### config.mk
export PLATFORM = sky130hd
export DESIGN_NAME = trace_rx
export DESIGN_NICKNAME = d
export VERILOG_FILES = /design/src/rtl/trace_rx.sv
export SDC_FILE = /design/constraint.sdc
export NUM_CORES = 1
export LEC_CHECK = 0
export CORE_ASPECT_RATIO = 1.25
export CORE_MARGIN = 8
export CORE_UTILIZATION = 40
export CTS_CLUSTER_SIZE = 12
export DETAILED_ROUTE_END_ITERATION = 6
export PLACE_DENSITY = 0.78
export SYNTH_ARGS = -nofsm -noshare
export SYNTH_HDL_FRONTEND = slang
export SYNTH_SLANG_ARGS = --single-unit
### constraint.sdc
create_clock -name clk_i -period 4 [get_ports clk_i]
set_input_delay 0.4 -clock clk_i [delete_from_list [all_inputs] [get_ports clk_i]]
set_output_delay 0.4 -clock clk_i [all_outputs]
set_load 0.1 [all_outputs]
### src/rtl/trace_rx.sv
// rtl/trace_rx.sv - 8N1 serial trace receiver with byte FIFO and MMIO registers
// Offsets: 0 CR divisor, 1 SR flags (W1C bits 1/2), 3 RD pops the FIFO.
module trace_rx #(
  parameter int FIFO_DEPTH = 4
) (
  input  logic        clk_i,
  input  logic        rst_i,
  input  logic        select_i,
  input  logic        rx_i,
  input  logic [3:0]  mem_wstrb_i,
  input  logic [31:0] mem_addr_i,
  input  logic [31:0] mem_wdata_i,
  output logic [31:0] mem_rdata_o,
  output logic        mem_ready_o
);

  localparam int AW = $clog2(FIFO_DEPTH);
  localparam logic [AW:0] FULL_CNT = (AW+1)'(FIFO_DEPTH);

  typedef enum logic [2:0] {IDLE, START, DATA, STOP, BREAK} rx_state_t;

  rx_state_t   state;
  logic [10:0] divisor;
  logic [10:0] cnt;
  logic [2:0]  bit_idx;
  logic [7:0]  shreg;
  logic        rx_meta, rx_sync, rx_prev;

  logic [7:0]  fifo_mem [FIFO_DEPTH];
  logic [AW-1:0] wptr, rptr;
  logic [AW:0] count;
  logic        overrun, framing_err;

  logic        expire, push, fe_set, do_push, ovr_set;
  logic        access, wr, pop, cr_wr, clr_ovr, clr_fe;
  logic [3:0]  off;
  logic [31:0] rdata_next;
  logic        unused_bits;

  assign unused_bits = ^{mem_addr_i[31:6], mem_addr_i[1:0], mem_wdata_i[31:11]};

  assign expire = (cnt <= 11'd1);
  assign push   = (state == STOP) && expire && rx_sync;
  assign fe_set = (state == STOP) && expire && !rx_sync;

  assign access  = select_i && !mem_ready_o;
  assign wr      = |mem_wstrb_i;
  assign off     = mem_addr_i[5:2];
  assign pop     = access && !wr && (off == 4'd3) && (count != '0);
  assign cr_wr   = access && wr && (off == 4'd0);
  assign clr_ovr = access && wr && (off == 4'd1) && mem_wdata_i[1];
  assign clr_fe  = access && wr && (off == 4'd1) && mem_wdata_i[2];

  // A full FIFO still accepts a byte when a pop frees the slot on the same edge.
  assign do_push = push && ((count != FULL_CNT) || pop);
  assign ovr_set = push && !do_push;

  always_comb begin
    rdata_next = 32'h0;
    case (off)
      4'd0: rdata_next = {21'h0, divisor};
      4'd1: rdata_next = {28'h0, (count == FULL_CNT), framing_err, overrun, (count != '0)};
      4'd3: if (count != '0) rdata_next = {24'h0, fifo_mem[rptr]};
      default: rdata_next = 32'h0;
    endcase
  end

  always_ff @(posedge clk_i or posedge rst_i) begin
    if (rst_i) begin
      rx_meta <= 1'b1;
      rx_sync <= 1'b1;
      rx_prev <= 1'b1;
    end else begin
      rx_meta <= rx_i;
      rx_sync <= rx_meta;
      rx_prev <= rx_sync;
    end
  end

  always_ff @(posedge clk_i or posedge rst_i) begin
    if (rst_i) begin
      state   <= IDLE;
      cnt     <= '0;
      bit_idx <= '0;
      shreg   <= '0;
    end else begin
      case (state)
        IDLE: if (rx_prev && !rx_sync && divisor >= 11'd4) begin
          state <= START;
          cnt   <= divisor >> 1;
        end
        START: begin
          if (!expire) cnt <= cnt - 11'd1;
          else if (!rx_sync) begin
            state   <= DATA;
            cnt     <= divisor;
            bit_idx <= '0;
          end else state <= IDLE;
        end
        DATA: begin
          if (!expire) cnt <= cnt - 11'd1;
          else begin
            shreg   <= {rx_sync, shreg[7:1]};
            cnt     <= divisor;
            bit_idx <= bit_idx + 3'd1;
            if (bit_idx == 3'd7) state <= STOP;
          end
        end
        STOP: begin
          if (!expire) cnt <= cnt - 11'd1;
          else state <= rx_sync ? IDLE : BREAK;
        end
        BREAK: if (rx_sync) state <= IDLE;
        default: state <= IDLE;
      endcase
    end
  end

  always_ff @(posedge clk_i) begin
    if (do_push) fifo_mem[wptr] <= shreg;
  end

  always_ff @(posedge clk_i or posedge rst_i) begin
    if (rst_i) begin
      wptr        <= '0;
      rptr        <= '0;
      count       <= '0;
      overrun     <= 1'b0;
      framing_err <= 1'b0;
      divisor     <= '0;
      mem_ready_o <= 1'b0;
      mem_rdata_o <= '0;
    end else begin
      if (do_push) wptr <= wptr + 1'b1;
      if (pop)     rptr <= rptr + 1'b1;
      if (do_push && !pop)      count <= count + 1'b1;
      else if (pop && !do_push) count <= count - 1'b1;

      // Hardware set takes priority over a coincident W1C clear.
      if (ovr_set)      overrun <= 1'b1;
      else if (clr_ovr) overrun <= 1'b0;
      if (fe_set)       framing_err <= 1'b1;
      else if (clr_fe)  framing_err <= 1'b0;

      if (cr_wr) divisor <= mem_wdata_i[10:0];

      mem_ready_o <= access;
      if (access) mem_rdata_o <= rdata_next;
    end
  end

endmodule
==> flow_metrics.tcl, run 1 <==
set metrics [dict create \
    status "complete, no violations" \
    clock-root-buffer "clkbuf_16" \
    cts_tree "built" \
    initial_utilization 0.408 \
    io_pins 105 \
    swShare 0.345 \
    gp_congestion 0.836 \
    drc_errors 0 \
    worstReg2RegEnd "count[2]" \
    synth_edf_count 32 \
    numCtsBuffers 9 \
    overflow 0 \
    holdBufCountCts 0 \
    io_buffer_count 34 \
    hp-class "reg2reg" \
    clock_latency_ps 330 \
    maxCapViolCount 0 \
    grt_max_degree 36 \
    fin_ws_ps 790 \
    dp_hpwl_mm 7.22 \
    place_ws_ps 704 \
    synthTopCellsByArea "dfrtp_1 (32%), edfxtp_1 (21%), mux2_2 (6.5%)" \
    p_seq_frac 0.430 \
    netlist_area_mm2 0.00450 \
    cts.sinks 92 \
    hp-start "rx_meta" \
    layout_commonest_cell "dfrtp_1" \
    area_growth_pct 15.2 \
    layout_common_cells "dfrtp_1 (57), clkdlybuf4s50_1 (34), edfxtp_1 (32), nand2_1 (27), mux2_2 (26)" \
    internal-power_mw 1.93 \
    ir_worst_vdd_uv 452 \
    clockPowerShare 0.277 \
    ys.flop_type "dfrtp_1" \
    power.density_mw_per_mm2 570 \
    timing.final.crit_share 0.802 \
    power_mw 2.96 \
    fin_util 0.470 \
    antenna_found_initial 0 \
    p_leak_nw 2.06 \
    min_to "rx_sync" \
    timing.fmax_mhz 312 \
    setup_violations 0 \
    crit_required_ps 4260 \
    synth.yosys.seq_area_share 0.548 \
    clockBufferDepth 2 \
    reg2reg_depth 11 \
    relSlewSlack 0.337 \
    worst_setup_path_end_kind "flip-flop" \
    finalHoldViolations 0 \
    routed_wl_mm 9.80 \
    cts_setup_buffers 0 \
    grt_pass1_vias 3220 \
    die_h_um 135 \
    num_rows 43 \
    syn_inst 366 \
    startpoint_type "flip-flop" \
    drive_gt1_frac 0.172 \
    worst_pin_slew_ps 992 \
    cts_htree_levels 3 \
    multiInputGateArea_mm2 0.00180 \
    r2r_setup_slack_ps 790 \
    ys_warn_count 0 \
    setup_tns_ps 0 \
    wire_per_inst_um 18.1 \
    dr.pass1.iters 4 \
    fin_nets 484 \
    clk_pin_slew_worst_paths_ps 60 \
    nFillCells 966 \
    diodes 0 \
    ys_ff_latch 92 \
    switchingPower_mw 1.02 \
    die_area_mm2 0.0149 \
    synth_top_area_share 0.317 \
    postRouteAntennaNets 0 \
    synth_top_area_cell "dfrtp_1" \
    r2r-start "cnt[2]" \
    whs_path_depth 0 \
    grt_pass1_wl_mm 16.1 \
    drt_first_iter_violations 218 \
    period_minus_slack_ps 3210 \
    viasPerCell 5.54 \
    final_max_slew_viol_count 0 \
    dpl_cell_area_mm2 0.00490 \
    worstPathMaxFanout 10 \
    cp.arrival_ps 3470 \
    postSynthAreaPerCell_um2 12.3 \
    clock_skew_ps 6.12 \
    synthDistinctLibCells 55 \
    cts.repair.resized 0 \
    combPwrFrac 0.294 \
    seqCellArea_mm2 0.00247 \
    core_area_mm2 0.0110 \
    vias 3003 \
    crit_type "reg2reg" \
    async_flop_share 0.652 \
    final_cell_area_mm2 0.00519 \
    die_w_um 111 \
    rsz0062_at_grt "false" \
    gr-usage-all-layers 0.132 \
]
[power groups by stage]
stage / clock network, mW / registers, mW / logic [mW]
2_1_floorplan: 0 / 1.23 / 0.737
6_report: 0.818 / 1.27 / 0.868
4_1_cts: 0.834 / 1.27 / 0.865
3_5_place_dp: 0 / 1.28 / 0.858
5_1_grt: 0.867 / 1.29 / 0.945
3_3_place_gp: 0 / 1.28 / 0.837
[synthesized netlist by cell type (9+ instances only)]
master	n
a221oi_1	9
buf_4	23
clkbuf_1	9
dfrtp_1	57
edfxtp_1	32
ha_1	9
inv_1	19
mux2_2	26
nand2_1	27
nand3_1	12
nor2_1	15
nor3_1	9
o21ai_0	14
[critical path, cell delays in order (launching register included)]
cell and delay [ps]:
dfrtp_1 430, or3_1 520, nor4_4 310, buf_4 210, nand4_1 240, a31oi_4 330
ha_1 230, inv_1 60, fa_1 370, xor2_1 150, nor2_1 120, xor2_1 160
[logic make-up (layout without fill, tap and decap cells)]
kind of cell,count (synthesis),count (layout),share of synthesized area
AOI/OAI and AO/OA,68,68,0.113
xor gates and xnor gates,9,9,0.0175
adders and majority gates,10,10,0.0294
buffers and inverters,55,76,0.0689
DFF,92,92,0.548
muxes,36,36,0.109
other,1,21,0.000833
and+or+nand+nor,95,95,0.114
[flip-flops by register name, summed over array words and instances, names as in the netlist]
signal	flops
bit_idx	3
cnt	11
count	3
divisor	11
fifo_mem	32
framing_err	1
mem_rdata_o	11
mem_ready_o	1
overrun	1
rptr	2
rx_meta	1
rx_prev	1
rx_sync	1
shreg	8
state	3
wptr	2
[area by class of cell]
class                   count  area share
clock buffers              11      0.0449
clock inverters             5      0.0104
flip-flops and latches     92       0.475
repair buffers             41      0.0757
inverters                  19      0.0137
well taps                 135      0.0326
multi-input cells         239       0.347
[per-layer routing]
| metal | global-route usage | share of wire |
|---|---|---|
| met2 | 0.240 | 0.54 |
| met1 | 0.139 | 0.38 |
| met5 | 0 | 0 |
| met3 | 0.0368 | 0.057 |
| met4 | 0.0594 | 0.030 |
[how the worst max path moves through the flow]
stage / startpoint / endpoint / slack (ps) / cells past startpoint
after global routing: cnt[2] / count[2] / 600 / 11
after CTS: cnt[2] / count[2] / 770 / 11
after floorplan: cnt[2] / count[2] / 1140 / 11
after global placement: mem_addr_i[5] / count[2] / 780 / 11
final: cnt[2] / count[2] / 790 / 11
after detailed placement: mem_addr_i[5] / count[2] / 700 / 11
[per-stage QoR]
step / instances / hold WS [ps]
final: 542 / 358
after global routing: 542 / 362
after CTS: 542 / 360
after detailed placement: 526 / 352
after global placement: 526 / 347
after floorplan: 386 / 345
No activity file was read; power rests on OpenSTA's default activity.
==> inputs of run 2 (changes only) <==
- clock period: 4 -> 3.17 ns (I/O delays scaled with it)
==> flow_metrics.tcl, run 2 (same netlist as run 1, synthesis figures left out) <==
set metrics [dict create \
    max_stage_delay_ps 480 \
    swShare 0.347 \
    p_seq_frac 0.420 \
    io_buffer_count 34 \
    cp_slowest_cell "or3_1" \
    relSlewSlack 0.332 \
    viasPerCell 5.47 \
    gr-usage-all-layers 0.132 \
    cts_setup_buffers 0 \
    clock_latency_ps 340 \
    layout_commonest_cell "dfrtp_1" \
    path_cells "or3_1 > nor4_4 > nand4_1 > a31oi_4 > ha_1 > inv_1 > fa_1 > xor2_1 > nor2_1 > xor2_1" \
    crit_required_ps 3430 \
    dpl_cell_area_mm2 0.00495 \
    finalHoldViolations 0 \
    cts_htree_levels 3 \
    holdBufCountCts 0 \
    cp.arrival_ps 3150 \
    final_cell_area_mm2 0.00525 \
    crit_type "reg2reg" \
    largest_reg_flops 32 \
    reg2reg_depth 10 \
    cp_common_cell "xor2_1" \
    postRouteAntennaNets 0 \
    setup_tns_ps 0 \
    status "complete, no violations" \
    grt_pass1_vias 3144 \
    hp-class "in2async" \
    period_minus_slack_ps 2890 \
    antenna_found_initial 0 \
    io_pins 105 \
    drive_gt1_frac 0.184 \
    cts_tree "built" \
    power.density_mw_per_mm2 720 \
    ir_worst_vdd_uv 452 \
    clock-root-buffer "clkbuf_16" \
    die_h_um 135 \
    worst-path-buf-inv 1 \
    gp_congestion 0.890 \
    startpoint_type "flip-flop" \
    core_area_mm2 0.0110 \
    num_rows 43 \
    clockBufferDepth 2 \
    numCtsBuffers 9 \
    die_area_mm2 0.0149 \
    initial_utilization 0.408 \
    grt_pass1_wl_mm 16.0 \
    fin_ws_ps 282 \
    clk_pin_slew_worst_paths_ps 70 \
    cts.sinks 92 \
    critical-path-top-delay-family "simple AND/OR/NAND/NOR gates" \
    largest-register "fifo_mem" \
    dr.pass1.iters 4 \
    place_ws_ps 282 \
    wire_per_inst_um 17.4 \
    clockPowerShare 0.282 \
    area_growth_pct 16.5 \
    p_leak_nw 2.09 \
    setup_violations 0 \
    routed_wl_mm 9.55 \
    timing.fmax_mhz 346 \
    r2r-start "cnt[5]" \
    timing.final.crit_share 0.911 \
    worst_setup_path_end_kind "flip-flop" \
    fin_nets 490 \
    diodes 0 \
    vias 2998 \
    drc_errors 0 \
    grt_max_degree 26 \
    combPwrFrac 0.298 \
    die_w_um 111 \
    worstReg2RegEnd "count[2]" \
    r2r_setup_slack_ps 280 \
    worstPathMaxFanout 7 \
    maxCapViolCount 0 \
    rsz0062_at_grt "false" \
    worst_pin_slew_ps 998 \
    switchingPower_mw 1.31 \
    internal-power_mw 2.47 \
    layout_common_cells "dfrtp_1 (57), clkdlybuf4s50_1 (34), edfxtp_1 (32), nand2_1 (27), mux2_2 (26)" \
    final_max_slew_viol_count 0 \
    drt_first_iter_violations 251 \
    clock_skew_ps 6.94 \
    overflow 0 \
    cts.repair.resized 0 \
    dp_hpwl_mm 7.24 \
]
==> run 2: how the worst max path moves through the flow <==
| stage | cells past startpoint | start | slack (ps) | end |
|---|---|---|---|---|
| final | 10 | cnt[5] | 280 | count[2] |
| after CTS | 10 | cnt[5] | 250 | count[2] |
| after floorplan | 11 | cnt[2] | 310 | count[2] |
| after detailed placement | 10 | cnt[5] | 280 | count[2] |
| after global routing | 10 | cnt[5] | 100 | count[2] |
| after global placement | 10 | cnt[5] | 300 | count[2] |
==> run 2: layout make-up <==
type                       count  area, um^2
clock buffer                   9         225
tap                          135         169
sequential                    92        2470
fill                         946        5780
multi-input combinational    239        1800
timing repair buffer          47         438
clock inverter                 7        75.1
inverter                      19        71.3
==> run 2: layer usage <==
| metal | share of wire | up-vias | track usage |
|---|---|---|---|
| met5 | 0 | - | 0 |
| met4 | 0.022 | 0 | 0.0640 |
| met3 | 0.059 | 19 | 0.0355 |
| met2 | 0.55 | 92 | 0.238 |
| met1 | 0.37 | 1486 | 0.141 |
| li1 | - | 1401 | - |
==> run 2: power groups by stage <==
stage | Combinational, mW | Sequential [mW] | Clock [mW]
3_5_place_dp | 1.12 | 1.61 | 0
6_report | 1.13 | 1.59 | 1.06
3_3_place_gp | 1.08 | 1.60 | 0
5_1_grt | 1.23 | 1.62 | 1.13
4_1_cts | 1.12 | 1.59 | 1.09
2_1_floorplan | 0.930 | 1.56 | 0
==> run 2: stage by stage <==
step / instances / util / power (mW) / hold WS [ps]
2_1_floorplan: 386 / - / 2.49 / 321
3_3_place_gp: 532 / 0.449 / 2.68 / 346
3_5_place_dp: 532 / 0.449 / 2.72 / 349
4_1_cts: 548 / 0.476 / 3.80 / 253
5_1_grt: 548 / 0.476 / 3.98 / 283
6_report: 548 / 0.476 / 3.78 / 250
